[src/rtl/vga_pkg.sv]
// Shared VGA 640x480@60 timing constants, axis region encoding and the
// colour-bar lookup used by the optional test pattern.
package vga_pkg;

    localparam int VGA_H_ACTIVE = 640;
    localparam int VGA_H_FP     = 16;
    localparam int VGA_H_SYNC   = 96;
    localparam int VGA_H_BP     = 48;
    localparam int VGA_V_ACTIVE = 480;
    localparam int VGA_V_FP     = 10;
    localparam int VGA_V_SYNC   = 2;
    localparam int VGA_V_BP     = 33;
    localparam int VGA_CNT_W    = 11;

    typedef enum logic [1:0] {
        REG_ACTIVE = 2'd0,
        REG_FP     = 2'd1,
        REG_SYNC   = 2'd2,
        REG_BP     = 2'd3
    } region_e;

    // Bars run left to right: white, yellow, cyan, green, magenta, red, blue, black.
    function automatic logic [11:0] bar_colour(input logic [2:0] bar);
        logic [11:0] colour;
        case (bar)
            3'd0:    colour = 12'hFFF;
            3'd1:    colour = 12'hFF0;
            3'd2:    colour = 12'h0FF;
            3'd3:    colour = 12'h0F0;
            3'd4:    colour = 12'hF0F;
            3'd5:    colour = 12'hF00;
            3'd6:    colour = 12'h00F;
            3'd7:    colour = 12'h000;
            default: colour = 12'h000;
        endcase
        return colour;
    endfunction

endpackage

[src/rtl/vga_timing_if.sv]
// Video output bundle from the raster timing generator to the pixel source / DAC stage.
// The rgb signal exists only when VGA_TEST_PATTERN_EN is defined.
interface vga_timing_if #(
    parameter int CNT_W = 11
);
    logic             hsync;
    logic             vsync;
    logic             de;
    logic [CNT_W-1:0] pixel_x;
    logic [CNT_W-1:0] pixel_y;
    logic             line_start;
    logic             frame_start;
`ifdef VGA_TEST_PATTERN_EN
    logic [11:0]      rgb;

    modport master (output hsync, vsync, de, pixel_x, pixel_y, line_start, frame_start, rgb);
    modport slave  (input  hsync, vsync, de, pixel_x, pixel_y, line_start, frame_start, rgb);
`else
    modport master (output hsync, vsync, de, pixel_x, pixel_y, line_start, frame_start);
    modport slave  (input  hsync, vsync, de, pixel_x, pixel_y, line_start, frame_start);
`endif
endinterface

[src/rtl/vga_axis_counter.sv]
// One raster axis: counts 0..TOTAL-1 on inc, reports the region of the count
// and a wrap flag that is high on the inc that returns the count to 0.
module vga_axis_counter
    import vga_pkg::*;
#(
    parameter int ACTIVE = VGA_H_ACTIVE,
    parameter int FP     = VGA_H_FP,
    parameter int SYNC   = VGA_H_SYNC,
    parameter int BP     = VGA_H_BP,
    parameter int CNT_W  = VGA_CNT_W
) (
    input  logic             clk,
    input  logic             rst_n,
    input  logic             inc,
    output logic [CNT_W-1:0] count,
    output region_e          region,
    output logic             wrap
);

    localparam int TOTAL = ACTIVE + FP + SYNC + BP;
    localparam logic [CNT_W-1:0] ACT_END  = CNT_W'(ACTIVE);
    localparam logic [CNT_W-1:0] FP_END   = CNT_W'(ACTIVE + FP);
    localparam logic [CNT_W-1:0] SYNC_END = CNT_W'(ACTIVE + FP + SYNC);
    localparam logic [CNT_W-1:0] LAST     = CNT_W'(TOTAL - 1);

    logic [CNT_W-1:0] count_q;
    logic [CNT_W-1:0] count_d;

    // Next count and wrap detection.
    always_comb begin
        wrap    = 1'b0;
        count_d = count_q;
        if (inc) begin
            if (count_q == LAST) begin
                wrap    = 1'b1;
                count_d = {CNT_W{1'b0}};
            end else begin
                count_d = count_q + CNT_W'(1);
            end
        end else begin
            count_d = count_q;
        end
    end

    // Region decode; a zero-width porch simply never matches its window.
    always_comb begin
        region = REG_BP;
        if (count_q < ACT_END) begin
            region = REG_ACTIVE;
        end else if (count_q < FP_END) begin
            region = REG_FP;
        end else if (count_q < SYNC_END) begin
            region = REG_SYNC;
        end else begin
            region = REG_BP;
        end
    end

    // Count register.
    always_ff @(posedge clk or negedge rst_n) begin
        if (!rst_n) begin
            count_q <= {CNT_W{1'b0}};
        end else begin
            count_q <= count_d;
        end
    end

    assign count = count_q;

endmodule

[src/rtl/vga_timing.sv]
// Free-running raster timing generator: sync, data-enable, coordinates and
// start pulses, all registered together. Optional colour bars under VGA_TEST_PATTERN_EN.
module vga_timing
    import vga_pkg::*;
#(
    parameter int   H_ACTIVE = VGA_H_ACTIVE,
    parameter int   H_FP     = VGA_H_FP,
    parameter int   H_SYNC   = VGA_H_SYNC,
    parameter int   H_BP     = VGA_H_BP,
    parameter int   V_ACTIVE = VGA_V_ACTIVE,
    parameter int   V_FP     = VGA_V_FP,
    parameter int   V_SYNC   = VGA_V_SYNC,
    parameter int   V_BP     = VGA_V_BP,
    parameter logic HS_POL   = 1'b0,
    parameter logic VS_POL   = 1'b0,
    parameter int   CNT_W    = VGA_CNT_W
) (
    input  logic             clk,
    input  logic             rst_n,
    vga_timing_if.master     vif
);

    // The counters hold the slot presented on the next edge, so the output
    // registers always describe exactly the slot they were decoded from.
    logic [CNT_W-1:0] h_count_s;
    logic [CNT_W-1:0] v_count_s;
    region_e          h_region_s;
    region_e          v_region_s;
    logic             h_wrap_s;
    logic             v_wrap_s;

    vga_axis_counter #(
        .ACTIVE (H_ACTIVE), .FP (H_FP), .SYNC (H_SYNC), .BP (H_BP), .CNT_W (CNT_W)
    ) u_h_axis (
        .clk    (clk),
        .rst_n  (rst_n),
        .inc    (1'b1),
        .count  (h_count_s),
        .region (h_region_s),
        .wrap   (h_wrap_s)
    );

    vga_axis_counter #(
        .ACTIVE (V_ACTIVE), .FP (V_FP), .SYNC (V_SYNC), .BP (V_BP), .CNT_W (CNT_W)
    ) u_v_axis (
        .clk    (clk),
        .rst_n  (rst_n),
        .inc    (h_wrap_s),
        .count  (v_count_s),
        .region (v_region_s),
        .wrap   (v_wrap_s)
    );

    logic             hsync_d, hsync_q;
    logic             vsync_d, vsync_q;
    logic             de_d, de_q;
    logic [CNT_W-1:0] pixel_x_d, pixel_x_q;
    logic [CNT_W-1:0] pixel_y_d, pixel_y_q;
    logic             line_start_d, line_start_q;
    logic             frame_start_d, frame_start_q;

    // Decode the upcoming slot into its output values.
    always_comb begin
        de_d          = (h_region_s == REG_ACTIVE) && (v_region_s == REG_ACTIVE);
        hsync_d       = (h_region_s == REG_SYNC) ? HS_POL : ~HS_POL;
        vsync_d       = (v_region_s == REG_SYNC) ? VS_POL : ~VS_POL;
        line_start_d  = (h_count_s == {CNT_W{1'b0}});
        frame_start_d = (h_count_s == {CNT_W{1'b0}}) && (v_count_s == {CNT_W{1'b0}});
        if (de_d) begin
            pixel_x_d = h_count_s;
            pixel_y_d = v_count_s;
        end else begin
            pixel_x_d = {CNT_W{1'b0}};
            pixel_y_d = {CNT_W{1'b0}};
        end
    end

    // Output registers.
    always_ff @(posedge clk or negedge rst_n) begin
        if (!rst_n) begin
            hsync_q       <= ~HS_POL;
            vsync_q       <= ~VS_POL;
            de_q          <= 1'b0;
            pixel_x_q     <= {CNT_W{1'b0}};
            pixel_y_q     <= {CNT_W{1'b0}};
            line_start_q  <= 1'b0;
            frame_start_q <= 1'b0;
        end else begin
            hsync_q       <= hsync_d;
            vsync_q       <= vsync_d;
            de_q          <= de_d;
            pixel_x_q     <= pixel_x_d;
            pixel_y_q     <= pixel_y_d;
            line_start_q  <= line_start_d;
            frame_start_q <= frame_start_d;
        end
    end

    assign vif.hsync       = hsync_q;
    assign vif.vsync       = vsync_q;
    assign vif.de          = de_q;
    assign vif.pixel_x     = pixel_x_q;
    assign vif.pixel_y     = pixel_y_q;
    assign vif.line_start  = line_start_q;
    assign vif.frame_start = frame_start_q;

`ifdef VGA_TEST_PATTERN_EN
    localparam int BAR_W = CNT_W + 3;

    logic [BAR_W-1:0] bar_scaled_s;
    logic [11:0]      rgb_d, rgb_q;

    // Bar index is x*8/H_ACTIVE; within the active area it is always 0..7.
    always_comb begin
        bar_scaled_s = {h_count_s, 3'b000} / BAR_W'(H_ACTIVE);
        if (de_d) begin
            rgb_d = bar_colour(bar_scaled_s[2:0]);
        end else begin
            rgb_d = 12'h000;
        end
    end

    // Colour register, aligned with de.
    always_ff @(posedge clk or negedge rst_n) begin
        if (!rst_n) begin
            rgb_q <= 12'h000;
        end else begin
            rgb_q <= rgb_d;
        end
    end

    assign vif.rgb = rgb_q;
`endif

    logic unused_s;
    assign unused_s = v_wrap_s;

endmodule

[src/flat_wrapper.sv]
// flat-port wrapper written by rule: the top's interface ports become plain ports
module vga_timing_flat import vga_pkg::*;
#(
    parameter int   H_ACTIVE = VGA_H_ACTIVE,
    parameter int   H_FP     = VGA_H_FP,
    parameter int   H_SYNC   = VGA_H_SYNC,
    parameter int   H_BP     = VGA_H_BP,
    parameter int   V_ACTIVE = VGA_V_ACTIVE,
    parameter int   V_FP     = VGA_V_FP,
    parameter int   V_SYNC   = VGA_V_SYNC,
    parameter int   V_BP     = VGA_V_BP,
    parameter logic HS_POL   = 1'b0,
    parameter logic VS_POL   = 1'b0,
    parameter int   CNT_W    = VGA_CNT_W
)
  (clk, rst_n, vif_hsync, vif_vsync, vif_de, vif_pixel_x, vif_pixel_y, vif_line_start, vif_frame_start);
  vga_timing_if #(.CNT_W(CNT_W)) vif_i ();
  input  logic clk;
  input  logic rst_n;
  output wire logic [$bits(vif_i.hsync)-1:0] vif_hsync;
  output wire logic [$bits(vif_i.vsync)-1:0] vif_vsync;
  output wire logic [$bits(vif_i.de)-1:0] vif_de;
  output wire logic [$bits(vif_i.pixel_x)-1:0] vif_pixel_x;
  output wire logic [$bits(vif_i.pixel_y)-1:0] vif_pixel_y;
  output wire logic [$bits(vif_i.line_start)-1:0] vif_line_start;
  output wire logic [$bits(vif_i.frame_start)-1:0] vif_frame_start;
  assign vif_hsync = vif_i.hsync;
  assign vif_vsync = vif_i.vsync;
  assign vif_de = vif_i.de;
  assign vif_pixel_x = vif_i.pixel_x;
  assign vif_pixel_y = vif_i.pixel_y;
  assign vif_line_start = vif_i.line_start;
  assign vif_frame_start = vif_i.frame_start;
  vga_timing #(.H_ACTIVE(H_ACTIVE), .H_FP(H_FP), .H_SYNC(H_SYNC), .H_BP(H_BP), .V_ACTIVE(V_ACTIVE), .V_FP(V_FP), .V_SYNC(V_SYNC), .V_BP(V_BP), .HS_POL(HS_POL), .VS_POL(VS_POL), .CNT_W(CNT_W)) u_core (.clk(clk), .rst_n(rst_n), .vif(vif_i));
endmodule
[config.mk]
export PLATFORM = sky130hd
export DESIGN_NAME = vga_timing_flat
export DESIGN_NICKNAME = d
export VERILOG_FILES = /design/src/rtl/vga_pkg.sv /design/src/rtl/vga_timing_if.sv /design/src/rtl/vga_axis_counter.sv /design/src/rtl/vga_timing.sv /design/src/flat_wrapper.sv
export SDC_FILE = /design/constraint.sdc
export NUM_CORES = 1
export LEC_CHECK = 0
export ABC_CLOCK_PERIOD_IN_PS = 1900
export CAP_MARGIN = 10
export CORE_MARGIN = 1.5
export CORE_UTILIZATION = 50
export CTS_BUF_LIST = sky130_fd_sc_hd__clkbuf_2 sky130_fd_sc_hd__clkbuf_4 sky130_fd_sc_hd__clkbuf_8
export DETAILED_ROUTE_END_ITERATION = 7
export PLACE_DENSITY = 0.74
export SLEW_MARGIN = 20
export SYNTH_ARGS = -nofsm -noshare
export SYNTH_HDL_FRONTEND = slang
export SYNTH_SLANG_ARGS = --single-unit
[constraint.sdc]
create_clock -name clk -period 1.9 [get_ports clk]
set_input_delay 0.57 -clock clk [delete_from_list [all_inputs] [get_ports clk]]
set_output_delay 0.57 -clock clk [all_outputs]
set_load 0.02 [all_outputs]
==> flow_summary_export.csv, run 1 <==
group,metric,value,unit
run_status,outcome,"finished, final reports clean",
clock_tree,path_clk_slew,90,ps
floorplanning,start_util,51.7,%
yosys,synth_area,2070,um^2
timing,maxSlewViolCount,0,
floorplanning,rows,23,
yosys,avgSynthCellArea,11.3,um^2
pwr,total_power,1940,uW
drt,via_per_inst,5.52,
place,post_dp_cell_area,2470,um^2
clock_tree,cts-root-buf,"clkbuf_8",
clock_tree,cts_tree,"built",
global_route,grt_start_max_net_pins,21,
clock_tree,clock_latency,300,ps
yosys,synth_edf_count,0,
place,portBuffers,28,
yosys,ys_async_sr_fraction,100,%
drt,vias,1517,
layout,drive_above_1_share,12.4,%
timing,whs,150,ps
timing,fmax,549,MHz
critical_path,slowest_stage,"or4_1",
global_route,track_usage,21.3,%
yosys,ys_types,36,
clock_tree,cts.path.max_buffers,2,
timing,fin_tns_setup,0,ps
clock_tree,numCtsBuffers,5,
floorplanning,ios,29,
critical_path,path_cells,"ha_1, and4_2, nand3_4, or4_1, o21ai_0",
place,place.gp.congestion,0.876,
layout,n_antenna_cell,0,
global_route,antenna_found_initial,0,
critical_path,max_stage_delay,530,ps
drt,m1WireLength,1750,um
drt,route.met2.wl,2030,um
layout,layout.nets,230,
drt,dr_wl_met3,211,um
floorplanning,die-area,4530,um^2
place,dp_hpwl,2930,um
yosys,synth_seq_area_share,59.4,%
timing,finalCritPeriodShare,95.8,%
critical_path,critPathLaunchType,"flip-flop",
timing,final-setup-viol-count,0,
global_route,grt_pass1_wl,7020,um
yosys,synth_warnings,0,
layout,final_cells,275,
timing,post-route-min-period,1820,ps
critical_path,critPathCaptureType,"flip-flop",
pwr,cellPowerDensity,748,nW/um^2
yosys,ys_seq_elements,49,
worst_hold_path,hold_path_class,"primary input to asynchronous set/reset pin",
global_route,grt_pass1_vias,1467,
layout,area_growth_syn_to_layout,25.7,%
critical_path,worstSetupPathType,"flip-flop to flip-flop",
critical_path,worst_ep_required_time,2110,ps
drt,wirelength,4120,um
yosys,ys.flop_type,"dfrtp_1",
clock_tree,h-tree-depth,2,
global_route,grt-ovfl-total,0,
drt,drc,0,
place,placed_cells,267,
clock_tree,clock_sinks,49,
drt,routedWlPerCell,15.0,um
layout,final_cell_area,2600,um^2
floorplanning,coreArea,4000,um^2
drt,firstDrtPassIters,4,
critical_path,cp_max_fo,10,
run,cap_violations,0,
pwr,p_leak,0.00119,uW
pwr,irDropWorstVdd,0.329,mV
floorplanning,die_w,67.3,um
yosys,syn-instance-count,183,
timing,rsz0062_at_grt,"no",
drt,top_layer,"met4",
clock_tree,post_cts_buffers,0,
timing,worst_clock_skew,4.42,ps
timing,finalHoldViolations,0,
critical_path,arrival,2040,ps
floorplanning,die_h,67.3,um
drt,drtIter0Drc,114,
drt,ant_nets,0,
[report_power, final]
| group | leakage [uW] | switching (uW) | internal [uW] |
|---|---|---|---|
| sequential | 0.000641 | 0.748 | 1050 |
| clock | 0.0000681 | 341 | 522 |
| combinational | 0.000480 | 25.2 | 8.85 |
| total | 0.00119 | 367 | 1580 |
[stage by stage]
stage | util [%] | worst slack, ps
floorplan | - | 283
global placement | 61.7 | 221
detailed placement | 61.7 | 120
CTS | 65.0 | 59.0
global route | 65.0 | 17.0
finish | 65.0 | 79.7
[critical path, delay by kind of cell, from the launching register on]
family                     cells  cell delay [ps]
adders and majority gates      1              250
DFF                            1              420
AOI/OAI and AO/OA              1              110
and+or+nand+nor                3              960
[area by class of cell]
cell class              instances  area, um^2
repair buffers                 39         355
fillers                       304        1400
flip-flops and latches         49        1230
clock inverters                 3        65.1
well taps                      50        62.6
inverters                       8        30.0
clock buffers                   5        68.8
multi-input cells             121         788
[kinds of logic after synthesis]
group	after synthesis	share of synthesized area, %
other	1	0.181
AND/OR/NAND/NOR	85	25.2
XOR/XNOR	10	4.23
flip-flops	49	59.4
buffers and inverters	15	3.15
AO/OA/AOI/OAI	19	5.38
adder cells (fa/ha/maj)	4	2.42
[cell usage in the layout, fill, tap and decap left out, types with 3 or more instances in the layout]
cell / count
nand4_1: 7
or4_1: 3
xor2_1: 6
inv_1: 8
clkdlybuf4s50_1: 25
and3_1: 5
buf_4: 11
nor2_1: 10
conb_1: 3
nand3_1: 9
ha_1: 4
o21ai_0: 8
nand2_1: 12
a21oi_1: 5
and4_1: 3
dfrtp_1: 47
and2_1: 20
xnor2_1: 4
clkbuf_8: 5
[layer usage]
metal / track usage, % / vias to the layer above
met1: 26.7 / 735
met5: 0 / -
met3: 6.33 / 15
li1: - / 711
met2: 34.2 / 56
met4: 9.44 / 0
[worst paths after layout]
path	startpoint	endpoint	slack [ps]	cells after the start
worst min-delay path	rst_n	u_core.vif.line_start	150	1
worst max-delay path	u_core.u_h_axis.count[0]	u_core.u_v_axis.count[4]	80	5
worst min register to register	u_core.u_h_axis.count[0]	u_core.u_h_axis.count[0]	520	1
worst max register to register	u_core.u_h_axis.count[0]	u_core.u_v_axis.count[4]	80	5
max in group asynchronous	rst_n	u_core.vif.hsync	1160	2
min in group clk	u_core.u_h_axis.count[0]	u_core.u_h_axis.count[0]	520	1
[flip-flops by register name, summed over array words and instances (netlist names)]
register	cells
u_core.vif.line_start	1
u_core.vif.pixel_y	11
u_core.u_v_axis.count	11
u_core.vif.frame_start	1
u_core.vif.pixel_x	11
u_core.vif.de	1
u_core.u_h_axis.count	11
u_core.vif.vsync	1
u_core.vif.hsync	1
[synth_stat cells (all sizes together) (5+ instances only)]
master  instances  area share, %
dfrtp          47             57
and2           20            6.0
nand2          12            2.2
nor2           11            2.4
nand3          10            3.0
inv             8            1.5
o21ai           8            1.9
nand4           7            2.1
xor2            6            2.5
a21oi           5            1.2
and3            5            1.5
buf             5            1.3
[what timing repair did]
item,CTS,global route
setup endpoints to repair,2,0
hold endpoints to repair,0,0
hold buffers,0,0
gates resized for setup,2,0
Power figures use the tool's default switching activity.
==> run 2, diff against run 1 <==
--- a/config.mk
+++ b/config.mk
@@ -5,13 +5,14 @@
 export SDC_FILE = /design/constraint.sdc
 export NUM_CORES = 1
 export LEC_CHECK = 0
+export ABC_AREA = 1
 export ABC_CLOCK_PERIOD_IN_PS = 1900
 export CAP_MARGIN = 10
 export CORE_MARGIN = 1.5
 export CORE_UTILIZATION = 50
 export CTS_BUF_LIST = sky130_fd_sc_hd__clkbuf_2 sky130_fd_sc_hd__clkbuf_4 sky130_fd_sc_hd__clkbuf_8
 export DETAILED_ROUTE_END_ITERATION = 7
-export PLACE_DENSITY = 0.74
+export DONT_BUFFER_PORTS = 1
 export SLEW_MARGIN = 20
 export SYNTH_ARGS = -nofsm -noshare
 export SYNTH_HDL_FRONTEND = slang
==> run 2 against run 1 <==
  * Cell count increased by 12%
  * Fmax rose by 19%
  * Highest routed layer unchanged
  * Total power decreased by 4.6%
  * Count of clock-buffer cells in the layout up 2
  * Largest cell class unchanged
  * Combinational power is 26% lower
  * Register-to-register slack improved by 290 ps
  * Sequential share of layout area rose by 3.8 points
  * Critical path depth grew 4
==> flow_summary_export.csv, run 2 <==
group,metric,value,unit
yosys,synth_top_area_share,53.5,%
global_route,grt-ovfl-total,0,
run,cap_violations,0,
layout,area_growth_syn_to_layout,9.39,%
floorplanning,die_w,69.3,um
drt,wirelength,4270,um
clock_tree,cts_hold_buf,1,
yosys,synth_edf_count,0,
layout,drive_above_1_share,10.4,%
place,portBuffers,0,
yosys,syn-instance-count,249,
global_route,grt_pass1_vias,1545,
yosys,ys.flop_type,"dfrtp_1",
timing,rsz0062_at_grt,"no",
layout,layout_commonest_cell,"dfrtp_1",
timing,finalCritPeriodShare,80.4,%
place,placed_cells,300,
floorplanning,ios,29,
timing,fin_tns_setup,0,ps
clock_tree,post_cts_buffers,0,
place,post_dp_cell_area,2260,um^2
run_status,outcome,"finished, final reports clean",
pwr,irDropWorstVdd,0.410,mV
layout,final_cell_area,2410,um^2
place,place.gp.congestion,0.866,
critical_path,crit_start,"u_core.u_v_axis.count[0]",
yosys,synth_common_cells,"dfrtp_1 (47), nor2_1 (44), inv_1 (42)",
global_route,grt_start_max_net_pins,48,
drt,vias,1555,
floorplanning,rows,23,
clock_tree,postCtsResizedCells,0,
yosys,synth_seq_area_share,55.9,%
yosys,synth_warnings,0,
drt,drc,0,
critical_path,critPathCaptureType,"flip-flop",
layout,final_cells,309,
timing,finalHoldViolations,0,
pwr,p_leak,0.00125,uW
critical_path,worstSetupPathType,"flip-flop to flip-flop",
worst_hold_path,hold_path_class,"primary input to asynchronous set/reset pin",
clock_tree,clock_sinks,49,
timing,worst_clock_skew,6.76,ps
yosys,yosysMostFrequentCell,"dfrtp_1",
yosys,ys_types,28,
timing,final-setup-viol-count,0,
clock_tree,h-tree-depth,2,
critical_path,r2r-start,"u_core.u_v_axis.count[0]",
floorplanning,die-area,4810,um^2
yosys,ys_top_cells_by_area,"dfrtp_1 (53%), nor2_1 (7.5%), inv_1 (7.2%), nand2_1 (7.0%), nand4_1 (2.8%)",
pwr,cellPowerDensity,770,nW/um^2
floorplanning,die_h,69.3,um
clock_tree,path_clk_slew,90,ps
timing,post-route-min-period,1530,ps
global_route,antenna_found_initial,0,
yosys,avgSynthCellArea,8.83,um^2
layout,final.fill_count,375,
critical_path,arrival,1730,ps
clock_tree,clock_latency,300,ps
yosys,synth_top_cell_by_area,"dfrtp_1",
layout,layout_common_cells,"dfrtp_1 (47), nor2_1 (44), inv_1 (42)",
clock_tree,cts_tree,"built",
timing,fmax,655,MHz
timing,maxSlewViolCount,0,
drt,ant_nets,0,
layout,n_antenna_cell,0,
global_route,track_usage,20.2,%
place,dp_hpwl,2930,um
drt,via_per_inst,5.03,
global_route,grt_pass1_wl,7690,um
clock_tree,cts.path.max_buffers,2,
floorplanning,start_util,53.5,%
drt,routedWlPerCell,13.8,um
critical_path,critPathLaunchType,"flip-flop",
yosys,synth_area,2200,um^2
critical_path,cp_max_fo,4,
clock_tree,cts-root-buf,"clkbuf_8",
yosys,ys_seq_elements,49,
drt,drtIter0Drc,140,
floorplanning,coreArea,4120,um^2
yosys,ys_async_sr_fraction,100,%
drt,firstDrtPassIters,4,
clock_tree,numCtsBuffers,5,
critical_path,worst_ep_required_time,2110,ps
layout,layout.nets,264,
[run 2: kinds of logic (layout without fill, tap and decap cells)]
| kind of cell | Yosys count | in the layout | share of synthesized area (%) |
|---|---|---|---|
| other cells | 1 | 3 | 0.170 |
| xor+xnor | 6 | 6 | 2.39 |
| buf+inv | 48 | 56 | 8.93 |
| fa+ha+maj | 4 | 4 | 2.28 |
| compound gates | 13 | 13 | 3.13 |
| simple gates | 128 | 128 | 27.2 |
| flops | 49 | 49 | 55.9 |
[run 2: final timing paths]
path                       cells past startpoint  slack (ps)                  endpoint
min in group clk                               1         510  u_core.u_h_axis.count[0]
hold / removal                                 0         100          u_core.vif.vsync
setup / recovery                               9         370  u_core.u_v_axis.count[4]
setup reg to reg                               9         370  u_core.u_v_axis.count[4]
max in group asynchronous                      1        1580  u_core.u_h_axis.count[8]
hold reg to reg                                1         510  u_core.u_h_axis.count[0]
[run 2: metrics by stage]
stage                     utilization (%)  total power (uW)  setup slack, ps  hold WS, ps
after global placement               54.9              1070              400          275
after global routing                 58.5              1910              199         82.6
after CTS                            58.5              1870              378         93.1
after floorplan                         -              1070              607          274
after detailed placement             54.9              1070              401          275
final                                58.5              1850              372         98.3
[run 2: critical path, cell delays in order (launching register included)]
cell and delay (ps):
dfrtp_1 420, inv_1 130, ha_1 160, inv_1 40, nor2_1 140, nand3_1 110
nor2_1 210, nand2_1 120, nand2_1 70, nor2_1 40
[run 2: layer usage]
| layer | vias to the layer above | global-route usage, % | wire, um |
|---|---|---|---|
| met5 | - | 0 | 0 |
| li1 | 786 | - | - |
| met2 | 34 | 27.2 | 1860 |
| met1 | 729 | 31.1 | 2190 |
| met4 | 0 | 8.28 | 76 |
| met3 | 6 | 4.51 | 137 |
[run 2: layout make-up]
type | count | area (um^2) | share of cell area [%]
Clock buffer | 7 | 90.1 | 3.74
Multi-Input combinational cell | 154 | 782 | 32.5
Timing Repair Buffer | 3 | 42.5 | 1.77
Clock inverter | 1 | 30.0 | 1.25
Sequential cell | 49 | 1230 | 51.1
Tap cell | 50 | 62.6 | 2.60
Inverter | 45 | 170 | 7.07
[run 2: power by group]
part	switching, uW	total [uW]	internal [uW]
sequential	5.58	1050	1050
combinational	19.2	25.3	6.10
clock	334	777	443
total	359	1850	1490
